File: config.mk
export PLATFORM = sky130hd
export DESIGN_NAME = wrr_arbiter
export DESIGN_NICKNAME = d
export VERILOG_FILES = /design/src/rtl/wrr_arbiter_pkg.sv /design/src/rtl/wrr_arbiter_pick.sv /design/src/rtl/wrr_arbiter.sv
export SDC_FILE = /design/constraint.sdc
export NUM_CORES = 1
export LEC_CHECK = 0
export ABC_CLOCK_PERIOD_IN_PS = 4100
export BUFFER_PORTS_ARGS = -buffer_cell sky130_fd_sc_hd__buf_2
export CORE_MARGIN = 2
export CORE_UTILIZATION = 59
export DETAILED_ROUTE_END_ITERATION = 16
export PLACE_DENSITY = 0.84
export SLEW_MARGIN = 20
export SYNTH_ARGS = -nofsm -noshare
export SYNTH_HDL_FRONTEND = slang
export SYNTH_HIERARCHICAL = 1
export SYNTH_SLANG_ARGS = --single-unit
File: constraint.sdc
create_clock -name clk -period 4.1 [get_ports clk]
set_input_delay 0.41 -clock clk [delete_from_list [all_inputs] [get_ports clk]]
set_output_delay 0.41 -clock clk [all_outputs]
set_load 0.01 [all_outputs]
File: src/rtl/wrr_arbiter_pkg.sv
// Shared types and helpers for the weighted round-robin arbiter.
// The helper works on vectors up to 32 requesters wide.
package wrr_arbiter_pkg;

  typedef enum logic {
    IDLE,
    OWNED
  } state_t;

  localparam int WEIGHT_W = 4;
  localparam int MAX_N    = 32;

  typedef logic [WEIGHT_W-1:0] weight_t;

  // Index of the set bit in a one-hot vector; zero when no bit is set.
  function automatic logic [31:0] onehot_to_idx(input logic [MAX_N-1:0] oh);
    logic [31:0] idx;
    idx = '0;
    for (int i = 0; i < MAX_N; i++) begin
      if (oh[i]) idx = 32'(i);
    end
    return idx;
  endfunction

endpackage

File: src/rtl/wrr_arbiter_pick.sv
// Combinational round-robin pick: first request at or above ptr, wrapping to the
// lowest request when nothing at or above ptr is asserted.
module rr_pick
  import wrr_arbiter_pkg::*;
#(
  parameter int N  = 8,
  parameter int IW = (N > 1) ? $clog2(N) : 1
) (
  input  logic [N-1:0]  req,
  input  logic [IW-1:0] ptr,
  output logic          found,
  output logic [IW-1:0] idx,
  output logic [N-1:0]  onehot
);

  logic [N-1:0] mask;
  logic [N-1:0] masked;
  logic [N-1:0] sel;

  // Isolating the lowest set bit of sel gives the winner without a priority chain.
  always_comb begin
    mask   = ~((N'(1) << ptr) - N'(1));
    masked = req & mask;
    sel    = (masked != '0) ? masked : req;
    onehot = sel & (~sel + N'(1));
    found  = |req;
    idx    = IW'(onehot_to_idx(MAX_N'(onehot)));
  end

endmodule

File: src/rtl/wrr_arbiter.sv
// Weighted round-robin arbiter with ownership hold: the owner keeps the grant
// until done and may chain up to its weight in transactions before yielding.
module wrr_arbiter
  import wrr_arbiter_pkg::*;
#(
  parameter int N              = 8,
  parameter int WW             = 4,
  parameter int DEFAULT_WEIGHT = 1,
  localparam int IW            = (N > 1) ? $clog2(N) : 1
) (
  input  logic            clk,
  input  logic            rst,
  input  logic [N-1:0]    req,
  input  logic            done,
  input  logic            weight_load,
  input  logic [N*WW-1:0] weights_in,
  output logic [N-1:0]    grants,
  output logic [IW-1:0]   grant_id,
  output logic            busy
);

  state_t        state;
  logic [IW-1:0] ptr;
  logic [WW-1:0] weight [N];
  logic [WW-1:0] credit [N];

  logic [IW-1:0] owner;
  logic [IW-1:0] owner_next;
  logic [IW-1:0] pick_ptr;
  logic [IW-1:0] pick_idx;
  logic [N-1:0]  pick_onehot;
  logic          pick_found;
  logic          hold;
  logic [WW-1:0] reload_val;

  // On release the scan restarts just past the owner, so it is considered last.
  always_comb begin
    owner      = grant_id;
    owner_next = (owner == IW'(N - 1)) ? '0 : owner + IW'(1);
    reload_val = (weight[owner] == '0) ? WW'(1) : weight[owner];
    hold       = req[owner] && (credit[owner] > WW'(1));
    pick_ptr   = (state == OWNED) ? owner_next : ptr;
  end

  rr_pick #(
    .N  (N),
    .IW (IW)
  ) u_pick (
    .req    (req),
    .ptr    (pick_ptr),
    .found  (pick_found),
    .idx    (pick_idx),
    .onehot (pick_onehot)
  );

  always_ff @(posedge clk or posedge rst) begin
    if (rst) begin
      state    <= IDLE;
      ptr      <= '0;
      grants   <= '0;
      grant_id <= '0;
      busy     <= 1'b0;
      for (int i = 0; i < N; i++) begin
        weight[i] <= WW'(DEFAULT_WEIGHT);
        credit[i] <= WW'(DEFAULT_WEIGHT);
      end
    end else begin
      // Nonblocking update means a reload on this same edge still sees the old weight.
      if (weight_load) begin
        for (int i = 0; i < N; i++) begin
          weight[i] <= weights_in[i*WW +: WW];
        end
      end

      case (state)
        IDLE: begin
          if (pick_found) begin
            grants   <= pick_onehot;
            grant_id <= pick_idx;
            busy     <= 1'b1;
            state    <= OWNED;
          end
        end

        OWNED: begin
          if (done) begin
            if (hold) begin
              credit[owner] <= credit[owner] - WW'(1);
            end else begin
              credit[owner] <= reload_val;
              ptr           <= owner_next;
              grants        <= pick_onehot;
              busy          <= pick_found;
              if (pick_found) begin
                grant_id <= pick_idx;
                state    <= OWNED;
              end else begin
                state    <= IDLE;
              end
            end
          end
        end

        default: state <= IDLE;
      endcase
    end
  end

endmodule

==> flow_summary.toml <==
[yosys]
synth-seq-cells = 80
synth_cells = 401
synth.net_count = 449
ys_types = 64
synth_edf_count = 0
synth_top_area_frac = 0.349
ys_seq_area_frac = 0.441
yosysTopAreaCell = "dfrtp_1"
syn_area_per_cell_um2 = 11.4
ys_async_sr_fraction = 1.00
ys_warn_count = 6
synthTopCellsByArea = "dfrtp_1 (35%), mux2_2 (15%), dfstp_2 (9.2%), mux2i_1 (4.1%), mux4_2 (3.9%)"
syn_area_um2 = 4590
ys.flop_type = "dfrtp_1"

[clock_tree]
clock_sinks = 80
cts_setup_buffers = 0
clk_latency_ns = 0.36
clk_pin_slew_worst_paths_ns = 0.09
tritoncts = "built"
cts_resized = 0
cts-root-buf = "clkbuf_8"
cts_buffer_depth = 2
htree_levels = 3
numCtsBuffers = 9
cts_hold_buf = 0

[job]
maxCapViolCount = 0

[timing]
fin_crit_ns = 3.47
finalSetupViolations = 0
post-route-period-util = 0.846
whs_ns = 0.0826
slew-limit-headroom = 0.522
skew_ns = 0.0116
fmax_mhz = 288
hold_violations = 0
worstMarginPinSlew_ns = 0.718
rsz0062_at_grt = "no"
slew_viol_final = 0
fin_tns_setup_ns = 0

[die]
num_io_pins = 56
start_util = 0.600
die_h_um = 92.2
row_count = 32
fp.dieW_um = 92.2
dieArea_um2 = 8490
core_area_um2 = 7650

[final_layout]
stdcell_count = 561
layout.nets = 502
nFillCells = 543
syn2layout_area_growth_pct = 11.9
fin_util = 0.671
final_layout_size_suffix_gt1_frac = 0.414
antenna_cells = 0
final_common_cell = "dfrtp_1"
mostFrequentLayoutCells = "dfrtp_1 (64), mux2_2 (63), buf_2 (55)"

[critical_path]
slowest_delay_ns = 0.65
crit_family = "simple AND/OR/NAND/NOR gates"
cp.arrival_ns = 3.72
cp_slowest_cell = "dfrtp_1"
cp.buffers_inverters = 0
critPathKind = "flip-flop to flip-flop"
cpMostUsedCell = "ha_1"
crit_required_ns = 4.35
r2r_slack_ns = 0.63
endpoint_kind = "flip-flop"
rr_worst_depth = 11
critPathMaxFanout = 20
reg2reg_from = "grant_id[1]"
path_cells = "ha_1 > ha_1 > nor2_1 > mux2_2 > nand3_1 > a21oi_1 > o21ai_2 > nor3_1 > or3_1 > o22ai_1 > mux2_4"
reg2reg_to = "grant_id[1]"
cp-start-kind = "flip-flop"

[power_and_ir_drop]
power.leakage_nw = 2.24
finalPower_w = 0.00427
irDropWorstVdd_uv = 456
p_per_area_nw_per_um2 = 833

[routing]
drc = 0
wl_met1_um = 4360
initialDrtViolationCount = 313
routed_via_density = 6.12
num_vias = 3436
wl_um = 10200
first_pass_iters = 5
drt-wirelength-per-cell_um = 18.1
route.met3.wl_um = 586
dr_wl_met2_um = 5110
dr.max_layer_used = "met4"
ant_nets = 0

[placement]
gp_congestion = 0.872
io_buffer_count = 55
place_hpwl_um = 7170
dp_cells = 544

[hold_path]
hold_path_class = "input port to asynchronous set/reset pin"

[grt]
overflow = 0
grt_pass1_vias = 3410
grt_util_all_layers = 0.252
grt_pass1_wl_um = 16800
grt_antenna_before_repair = 0
grt_max_degree = 81

[status]
outcome = "finished, final reports clean"
## state kept, by name (all words and copies together) (netlist names)
signal / flops
weight: 32
busy: 1
credit: 32
ptr: 3
state: 1
grants: 8
grant_id: 3
## cells in the mapped netlist (all sizes together) (2+ instances only)
master and number:
o22ai 8, o21ai 25, mux2 70, a31oi 3, a21oi 20, a2111oi 2, nor3b 2, mux2i 21
inv 16, dfrtp 64, o211a 2, and2b 2, buf 15, nand2b 3, o221ai 2, nand2 30
nor2b 4, dfstp 16, nand3b 3, nor4 3, or2 4, nor3 7, nor2 25, ha 4
mux4 9, nand3 12, clkbuf 4, a221oi 2, a22oi 3
## final cells by class
cell class	instances	area [um^2]	share of cell area
clock buffers	10	138	0.0268
clock inverters	6	50.0	0.00976
inverters	16	60.1	0.0117
multi-input cells	286	2390	0.466
flip-flops and latches	80	2020	0.394
well taps	102	128	0.0249
repair buffers	61	340	0.0663
## metal layers
layer	track usage	vias up
met5	0	-
met4	0.0609	0
met3	0.0460	12
met2	0.426	124
met1	0.340	1710
li1	-	1590
## cell families after synthesis
logic type | after synthesis | share of synthesized area
AO/OA/AOI/OAI | 81 | 0.133
adder cells (fa/ha/maj) | 4 | 0.0109
buffers and inverters | 35 | 0.0374
flip-flops | 80 | 0.441
multiplexers | 100 | 0.269
AND/OR/NAND/NOR | 101 | 0.109
## through the flow
| stage | instance area, um^2 | setup slack, ns |
|---|---|---|
| finish | 5130 | 0.630 |
| global route | 5130 | 0.403 |
| CTS | 5100 | 0.717 |
| detailed placement | 4910 | 0.746 |
| global placement | 4910 | 0.801 |
| floorplan | 4590 | 1.07 |
## worst reg2reg max path, delay by kind of cell (launching register included)
kind,cells,cell delay (ns)
compound gates,3,0.72
fa+ha+maj,2,0.50
flops,1,0.65
mux,2,0.62
simple gates,4,0.86
## worst max path at each step
stage | startpoint | endpoint | slack (ns) | depth (start not counted)
after floorplan | grant_id[1] | grant_id[0] | 1.07 | 12
after global placement | grant_id[0] | grant_id[0] | 0.80 | 10
after detailed placement | grant_id[0] | credit[1] | 0.75 | 9
after CTS | grant_id[1] | grants[7] | 0.72 | 11
after global routing | grant_id[1] | grants[7] | 0.40 | 11
final | grant_id[1] | grant_id[1] | 0.63 | 11
## report_power, final
part / internal [W] / leakage (nW) / switching, W
registers: 0.00107 / 0.930 / 0.000200
clock network: 0.000245 / 0.0952 / 0.000315
logic: 0.00106 / 1.21 / 0.00138
Power figures use the tool's default switching activity.
